<file path="src/rtl/pc_unit.sv">
// Program-counter unit: fetch PC, sequential next PC, trap/mret/branch redirect, stall, halt/resume, EPC.
// Latency: requests sampled at the falling clk edge, visible on pc_out right after that edge.
// Backpressure: stall holds the PC unless a redirect is present; HALT holds it until resume or trap.
//
// Ports:
//   clk, rst              falling-edge clock, asynchronous active-low reset
//   stall, br_taken,      hazard hold, branch redirect request and its target,
//   br_target, trap_req,  exception/interrupt request, return-from-trap,
//   mret, halt_req,       enter HALT after this update,
//   resume                leave HALT
//   pc_out, pc_next       registered fetch PC and the value it takes at the next edge
//   pc_valid              pc_out is fetchable (RUN only)
//   epc_out               PC saved on the last accepted trap
//   misaligned            one-cycle pulse after a taken branch whose target had low bits set
module pc_unit #(
    parameter int              XLEN         = 64,
    parameter logic [XLEN-1:0] RESET_VECTOR = '0,
    parameter logic [XLEN-1:0] TRAP_VECTOR  = XLEN'('h100),
    parameter int              INSTR_BYTES  = 4
) (
    input  logic            clk,
    input  logic            rst,
    input  logic            stall,
    input  logic            br_taken,
    input  logic [XLEN-1:0] br_target,
    input  logic            trap_req,
    input  logic            mret,
    input  logic            halt_req,
    input  logic            resume,
    output logic [XLEN-1:0] pc_out,
    output logic [XLEN-1:0] pc_next,
    output logic            pc_valid,
    output logic [XLEN-1:0] epc_out,
    output logic            misaligned
);

    // Low address bits that must be zero for an instruction-aligned PC.
    localparam logic [XLEN-1:0] LOW_BITS = XLEN'(INSTR_BYTES - 1);
    localparam logic [XLEN-1:0] INC      = XLEN'(INSTR_BYTES);

    typedef enum logic [1:0] {
        S_BOOT,
        S_RUN,
        S_HALT
    } state_t;

    state_t          state_q, state_nxt;
    logic [XLEN-1:0] pc_q, pc_nxt;
    logic [XLEN-1:0] epc_q, epc_nxt;
    logic            mis_q, mis_nxt;

    // Datapath convention: all state moves on the falling edge.
    always_ff @(negedge clk or negedge rst) begin
        if (!rst) begin
            state_q <= S_BOOT;
            pc_q    <= RESET_VECTOR;
            epc_q   <= '0;
            mis_q   <= 1'b0;
        end else begin
            state_q <= state_nxt;
            pc_q    <= pc_nxt;
            epc_q   <= epc_nxt;
            mis_q   <= mis_nxt;
        end
    end

    always_comb begin
        state_nxt = state_q;
        pc_nxt    = pc_q;
        epc_nxt   = epc_q;
        mis_nxt   = 1'b0;
        case (state_q)
            S_BOOT: begin
                state_nxt = S_RUN;
            end
            S_RUN: begin
                // Redirects beat stall: the instruction they flush never needs the held PC.
                // Lower-priority requests arriving with a higher one are dropped.
                if (trap_req) begin
                    pc_nxt  = TRAP_VECTOR;
                    epc_nxt = pc_q;
                end else if (mret) begin
                    pc_nxt = epc_q;
                end else if (br_taken) begin
                    pc_nxt  = br_target & ~LOW_BITS;
                    mis_nxt = |(br_target & LOW_BITS);
                end else if (!stall) begin
                    pc_nxt = pc_q + INC;  // wraps modulo 2^XLEN
                end
                // The update selected above still lands on the edge that enters HALT.
                if (halt_req) begin
                    state_nxt = S_HALT;
                end
            end
            S_HALT: begin
                if (trap_req) begin
                    pc_nxt    = TRAP_VECTOR;
                    epc_nxt   = pc_q;
                    state_nxt = S_RUN;
                end else if (resume) begin
                    state_nxt = S_RUN;
                end
            end
            default: begin
                state_nxt = S_BOOT;
            end
        endcase
    end

    assign pc_out     = pc_q;
    assign pc_next    = pc_nxt;
    assign pc_valid   = (state_q == S_RUN);
    assign epc_out    = epc_q;
    assign misaligned = mis_q;

endmodule

</file>
<file path="config.mk">
export PLATFORM = sky130hd
export DESIGN_NAME = pc_unit
export DESIGN_NICKNAME = d
export VERILOG_FILES = /design/src/rtl/pc_unit.sv
export SDC_FILE = /design/constraint.sdc
export NUM_CORES = 1
export LEC_CHECK = 0
export CAP_MARGIN = 25
export CORE_MARGIN = 8
export CORE_UTILIZATION = 25
export DETAILED_ROUTE_END_ITERATION = 10
export PLACE_DENSITY = 0.55
export SLEW_MARGIN = 15
export SYNTH_ARGS = -nofsm -noshare
export SYNTH_HDL_FRONTEND = slang
export SYNTH_SLANG_ARGS = --single-unit
</file>
<file path="constraint.sdc">
create_clock -name clk -period 4.45 [get_ports clk]
set_clock_uncertainty 0.05 [all_clocks]
set_input_delay 0.6675 -clock clk [delete_from_list [all_inputs] [get_ports clk]]
set_output_delay 0.6675 -clock clk [all_outputs]
set_load 0.01 [all_outputs]
</file>
==> qor.txt, run 1 <==
status: complete, but fails checks
violated checks: setup timing
post-synthesis net count: 908
vias: 9836
htree depth: 4
overall power: 10.3 mW
ys async rst share: 100%
cell with the most instances after synthesis: dfrtn_1
clock tree buffer depth: 2
initial antenna violation count: 3
RD Place Congestion: 0.881
CP bufs+invs: 4
Max-slew headroom: 69.9%
gr usage total: 21.9%
Initial Utilization: 25.3%
clock sink total: 131
root buf cell: clkbuf_16
Final setup viols: 66
Die Y: 191 µm
CP cell instances: inv_2, ha_4, and3b_4, buf_12, buf_12, o221a_4, nand2b_1, or4_4, nand3_4, buf_6
HP Class: register to register
# placed instances: 1774
Max VDD drop: 0.293 mV
RSZ-0062 raised after global routing: true
maximum fanout along the worst path: 4
share of the synthesized area in the top cell type: 42.6%
Hold-fix buffers, CTS: 0
max-slew violations: 0
crit start category: register
sequential share of the synthesized area: 42.6%
final instance area: 16600 µm²
Required @ worst endpoint: 3.73 ns
final std cells w/o fill: 1927
detailed placement HPWL: 31500 µm
clk slew on worst S/H paths: 0.05 ns
cell family with most CP delay: simple AND/OR/NAND/NOR gates
CP Class: register to output pin
Die Area: 36700 µm²
Post-DP Area: 14000 µm²
Worst-Skew Late Latency: 0.41 ns
routed vias/inst: 5.10
Top FF cell, synth: dfrtn_1
initial DRC count: 575
worst r2r path cells: 10
crit path DAT: 4.89 ns
EDFF count, synth: 0
top post-synthesis cells by area: dfrtn_1 43%, mux2_2 5.7%, o21ai_0 4.7%
CP dominant cell by count: buf_12
Max-Cap Viols: 0
Synth cell types: 69
Leakage: 8.21 nW
synthesized instance count: 831
num rows: 64
Post-DRT Antenna Nets: 0
first-pass GRT wire length: 61200 µm
DRC: 0
WHS Path Cells: 2
synth-to-layout area growth: 116%
final worst slack: -1.15 ns
Mapped Area: 7700 µm²
biggest area consumer among synthesized cells: dfrtn_1
CTS Buf Count: 17
Nets: 1596
Crit. End Element: output pin
Cell Pwr Density: 621 nW/µm²
Routed WL: 41800 µm
Core Box Area: 30400 µm²
Crit. path cell count: 10
Filler cells: 2702
Avg Cell Area, Syn: 9.26 µm²
#FFs+latches synth: 131
CTS tree: built
CP max stage cell: or4_4
GRT overflow: 0
largest net degree at the start of global routing: 48
yosys warns: 0
number of global-route vias before repair: 10100
share of layout cells above drive strength 1: 53.1%
Slew @ Worst Pin: 0.452 ns
routed len/inst: 21.7 µm
top cells by count, synth: 131 x dfrtn_1, 73 x o21ai_0, 71 x nand2_1
Pre-antenna DRT Iters: 5
slowest stage delay, CP: 0.54 ns
I/O Pins: 266
Final Hold Vio Count: 0
Port Buffer Count: 265
Die Width: 191 µm
state kept, by name, summed over array words and instances, names as in the netlist:
register and count:
epc_out 64, misaligned 1, pc_out 64, state_q 2
report_power, final:
part / internal [mW] / leakage [nW] / switching (mW) / total, mW
registers: 1.69 / 1.79 / 0.407 / 2.10
clock network: 0.945 / 0.292 / 0.581 / 1.53
logic: 3.55 / 6.12 / 3.12 / 6.68
total: 6.19 / 8.21 / 4.11 / 10.3
final timing paths:
check / to / from / slack [ns]
hold reg to reg: epc_out[26]$_DFFE_NN0P_ / epc_out[26]$_DFFE_NN0P_ / 0.40
setup reg to reg: pc_out[62]$_DFF_NN0_ / pc_out[3]$_DFF_NN0_ / 2.04
hold / removal: epc_out[26]$_DFFE_NN0P_ / epc_out[26]$_DFFE_NN0P_ / 0.40
setup / recovery: pc_next[62] / state_q[0]$_DFFE_NN0P_ / -1.15
max in group asynchronous: pc_out[63]$_DFF_NN0_ / rst / 1.46
min in group asynchronous: pc_out[1]$_DFF_NN0_ / rst / 2.16
cell type report:
cell class              count  area, µm²  area share, %
flip-flops and latches    131       3280           19.7
inverters                  35        133          0.799
clock inverters            10        159          0.957
clock buffers              20        447           2.69
multi-input cells         611       5530           33.3
well taps                 396        495           2.98
repair buffers            723       6550           39.5
diodes                      1       2.50         0.0151
logic make-up after synthesis:
logic type      Yosys count  share of synthesized area (%)
compound gates          257                           22.9
xor+xnor                  1                          0.114
fa+ha+maj                 5                          0.813
buf+inv                  90                           4.76
flops                   131                           42.6
mux                      43                           6.23
simple gates            304                           22.6
tightest hold or removal path, stage by stage (launching register included):
cell and delay [ns]:
dfrtn_1 0.42, nand2_1 0.05, o21ai_0 0.07
routing by layer:
layer  GRT usage (%)  part of all wire [%]  vias to the layer above
met5               0                 0.031                        -
met4            9.18                   3.6                        2
met3            4.69                   5.9                       71
met2            35.1                    46                      337
met1            28.1                    44                     4840
li1                -                     -                     4586
what timing repair did:
action,CTS,global route
resized for setup,504,139
cloned,2,0
setup endpoints to repair,192,97
setup buffers,71,65
pin swaps,48,76
hold endpoints to repair,0,0
per-stage QoR:
step | hold WS, ns | TNS [ns] | worst slack (ns) | util (%)
floorplan | 0.442 | -28.19 | -0.594 | -
global placement | 0.405 | -96.44 | -1.17 | 46.1
detailed placement | 0.405 | -99.78 | -1.23 | 46.1
CTS | 0.405 | -62.82 | -1.27 | 51.3
global route | 0.454 | -67.86 | -1.24 | 54.6
finish | 0.404 | -61.17 | -1.15 | 54.6
cells in the final DEF, fill, tap and decap left out, types with 11 or more instances in the layout:
cell type,n
a21oi_1,20
a21oi_2,13
a22oi_1,13
buf_12,26
buf_2,21
buf_4,378
buf_6,93
clkbuf_16,17
clkdlybuf4s50_1,101
dfrtn_1,131
dlygate4sd2_1,74
dlymetal6s2s_1,22
inv_1,32
mux2_2,39
nand2_1,66
nand3_1,23
nand3_2,15
nand4_1,25
nor2_1,39
nor4_4,11
o211ai_1,11
o21ai_0,32
o21ai_1,15
o21ai_2,23
o221ai_2,20
o221ai_4,14
o22ai_1,13
No activity file was read; power rests on OpenSTA's default activity.
==> run 2, diff against run 1 <==
--- a/config.mk
+++ b/config.mk
@@ -6,8 +6,9 @@
 export NUM_CORES = 1
 export LEC_CHECK = 0
 export CAP_MARGIN = 25
-export CORE_MARGIN = 8
+export CORE_MARGIN = 2
 export CORE_UTILIZATION = 25
+export CTS_BUF_LIST = sky130_fd_sc_hd__clkbuf_2 sky130_fd_sc_hd__clkbuf_4 sky130_fd_sc_hd__clkbuf_8
 export DETAILED_ROUTE_END_ITERATION = 10
 export PLACE_DENSITY = 0.55
 export SLEW_MARGIN = 15
==> run 2 against run 1 <==
  * The flow still finishes with violations (setup timing)
  * Register-to-register slack worse by 0.10 ns
  * Critical path type unchanged
  * Via count is 3.1% higher
  * Clock-buffer cell count is 1 lower
  * Sequential share of layout area is 0.19 points lower
  * Routed wire length is 1.0% lower
  * Largest power group unchanged
  * Sequential power hardly changed
  * Non-clock buffer count is 30 higher
==> qor.txt, run 2 (synthesis results as in run 1) <==
status: complete, but fails checks
violated checks: setup timing
CP cell instances: nand4_1, nor4_4, buf_4, buf_4, nand3_4, or4_4, o211ai_1, buf_2
R2R setup slack: 1.94 ns (-0.10 ns)
final worst slack: -1.16 ns (-0.00314 ns)
share of layout cells above drive strength 1: 54.6% (+1.5 points)
clock tree buffer depth: 2 (unchanged)
Pre-antenna DRT Iters: 5 (unchanged)
switching fraction of total power: 40.6% (+0.71 points)
root buf cell: clkbuf_8
Max VDD drop: 0.300 mV (+2.5%)
Die Width: 179 µm (-6.3%)
Slew @ Worst Pin: 0.441 ns (-0.0107 ns)
Clock Power Share: 10.4% (-4.4 points)
WHS Path Cells: 2 (unchanged)
Post-DRT Antenna Nets: 0 (unchanged)
Final setup viols: 67 (+1.5%)
final std cells w/o fill: 1961 (+1.8%)
Max-slew headroom: 70.6% (+0.71 points)
first-pass GRT wire length: 61800 µm (+0.95%)
slowest stage delay, CP: 0.55 ns (about the same)
CP max stage cell: or4_4
vias: 10100 (+3.1%)
Die Y: 179 µm (-6.3%)
RD Place Congestion: 0.892 (+1.2%)
largest net degree at the start of global routing: 45 (-6.3%)
routed vias/inst: 5.17 (+1.3%)
crit path DAT: 4.89 ns (about the same)
routed len/inst: 21.1 µm (-2.8%)
Nets: 1626 (+1.9%)
internal power: 6.10 mW (-1.4%)
# placed instances: 1764 (-0.56%)
Final Hold Vio Count: 0 (unchanged)
synth-to-layout area growth: 118%
gr usage total: 24.5% (+2.7 points)
Leakage: 8.34 nW (+1.6%)
CTS tree: built
Max-Cap Viols: 0 (unchanged)
initial antenna violation count: 3 (unchanged)
setup slack at placement: -1.23 ns (-0.00724 ns)
max-slew violations: 0 (unchanged)
most frequent cells in the layout: 376 x buf_4, 131 x dfrtn_1, 102 x clkdlybuf4s50_1
HP Class: register to register
Hold-fix buffers, CTS: 0 (unchanged)
Worst Hold Path EP: epc_out[22]$_DFFE_NN0P_
detailed placement HPWL: 29300 µm (-7.0%)
commonest non-fill, non-tap cell in the layout: buf_4
RR Endpoint: pc_out[39]$_DFF_NN0_
CP dominant cell by count: buf_4
Crit. End Element: output pin
worst reg2reg path startpoint: pc_out[5]$_DFF_NN0_
Core Box Area: 30400 µm² (unchanged)
RSZ-0062 raised after global routing: true
DRC: 0 (unchanged)
I/O Pins: 266 (unchanged)
maximum fanout along the worst path: 4 (unchanged)
Cell Pwr Density: 613 nW/µm² (-1.2%)
Required @ worst endpoint: 3.73 ns (about the same)
Initial Utilization: 25.3% (unchanged)
initial DRC count: 639 (+11%)
GRT overflow: 0 (unchanged)
Logic pwr share: 69.3% (+4.5 points)
Port Buffer Count: 265 (unchanged)
register share of total power: 20.4% (about the same)
sw power: 4.17 mW (+1.5%)
Routed WL: 41400 µm (-1.0%)
worst r2r path cells: 13 (+3)
CP Class: register to output pin
number of global-route vias before repair: 10400 (+3.2%)
num rows: 64 (unchanged)
Worst-Skew Late Latency: 0.41 ns (about the same)
htree depth: 4 (unchanged)
Die Area: 32200 µm² (-12%)
launch point of the worst hold path: epc_out[22]$_DFFE_NN0P_
clock sink total: 131 (unchanged)
clk slew on worst S/H paths: 0.06 ns (about the same)
CTS Buf Count: 17 (unchanged)
crit start category: register
==> run 2: cell types whose count changed in the layout (fill, tap and decap cells not counted), sizes merged, moves of 2 or more <==
cell           previous run  this run
buf                     523       551
bufinv                    4         2
clkbuf                   22        25
clkdlybuf4s15             1         6
clkinv                    5        10
diode                     1         3
dlygate4sd2              74        65
==> run 2: final cells by class <==
cell class,instances,area [µm²]
clock inverters,13,135
inverters,35,136
well taps,396,495
fillers,2665,13700
flip-flops and latches,131,3280
repair buffers,753,6920
multi-input cells,611,5530
clock buffers,19,262
diodes,3,7.51
==> run 2: routing by layer <==
layer	wire, µm	global-route usage (%)
met1	17400	31.6
met5	0	0
met4	1380	9.27
met3	2930	5.39
met2	19700	40.2
==> run 2: through the flow <==
step / area [µm²] / utilization, % / hold slack [ns] / power, mW / setup TNS [ns]
floorplan: 8440 / - / 0.442 / 4.21 / -28.19
global placement: 13900 / 45.8 / 0.401 / 7.87 / -100.49
detailed placement: 13900 / 45.8 / 0.412 / 7.92 / -104.92
CTS: 15700 / 51.6 / 0.412 / 9.58 / -61.61
global route: 16800 / 55.1 / 0.448 / 10.8 / -67.22
finish: 16800 / 55.1 / 0.409 / 10.3 / -61.39
==> run 2: worst max path at each step <==
stage	from	slack, ns	to
5_1_grt	pc_out[14]$_DFF_NN0_	-1.22	pc_next[46]
2_1_floorplan	pc_out[5]$_DFF_NN0_	-0.59	pc_next[57]
3_3_place_gp	pc_out[2]$_DFF_NN0_	-1.16	pc_next[40]
6_report	pc_out[20]$_DFF_NN0_	-1.16	pc_next[46]
3_5_place_dp	pc_out[3]$_DFF_NN0_	-1.23	pc_next[40]
4_1_cts	pc_out[23]$_DFF_NN0_	-1.17	pc_next[59]
==> run 2: worst max-delay path: cells and delay by family, from the launching register on <==
family                 cells  cell delay [ns]
AND/OR/NAND/NOR            4             1.18
buffers and inverters      3             0.53
flip-flops                 1             0.44
AO/OA/AOI/OAI              1             0.12
==> run 2: what timing repair did <==
action	in CTS	in global routing
setup endpoints to repair	186	101
endpoints found under the hold margin	0	0
gates resized for setup	498	184
pin swaps	68	81
gates cloned	4	2
setup buffers	116	61
==> run 2: power groups by stage <==
stage | Clock, mW | Sequential [mW] | Combinational, mW
3_5_place_dp | 0 | 2.09 | 5.83
3_3_place_gp | 0 | 2.08 | 5.80
6_report | 1.06 | 2.09 | 7.12
4_1_cts | 1.08 | 2.07 | 6.43
2_1_floorplan | 0 | 2.43 | 1.78
5_1_grt | 1.14 | 2.15 | 7.50
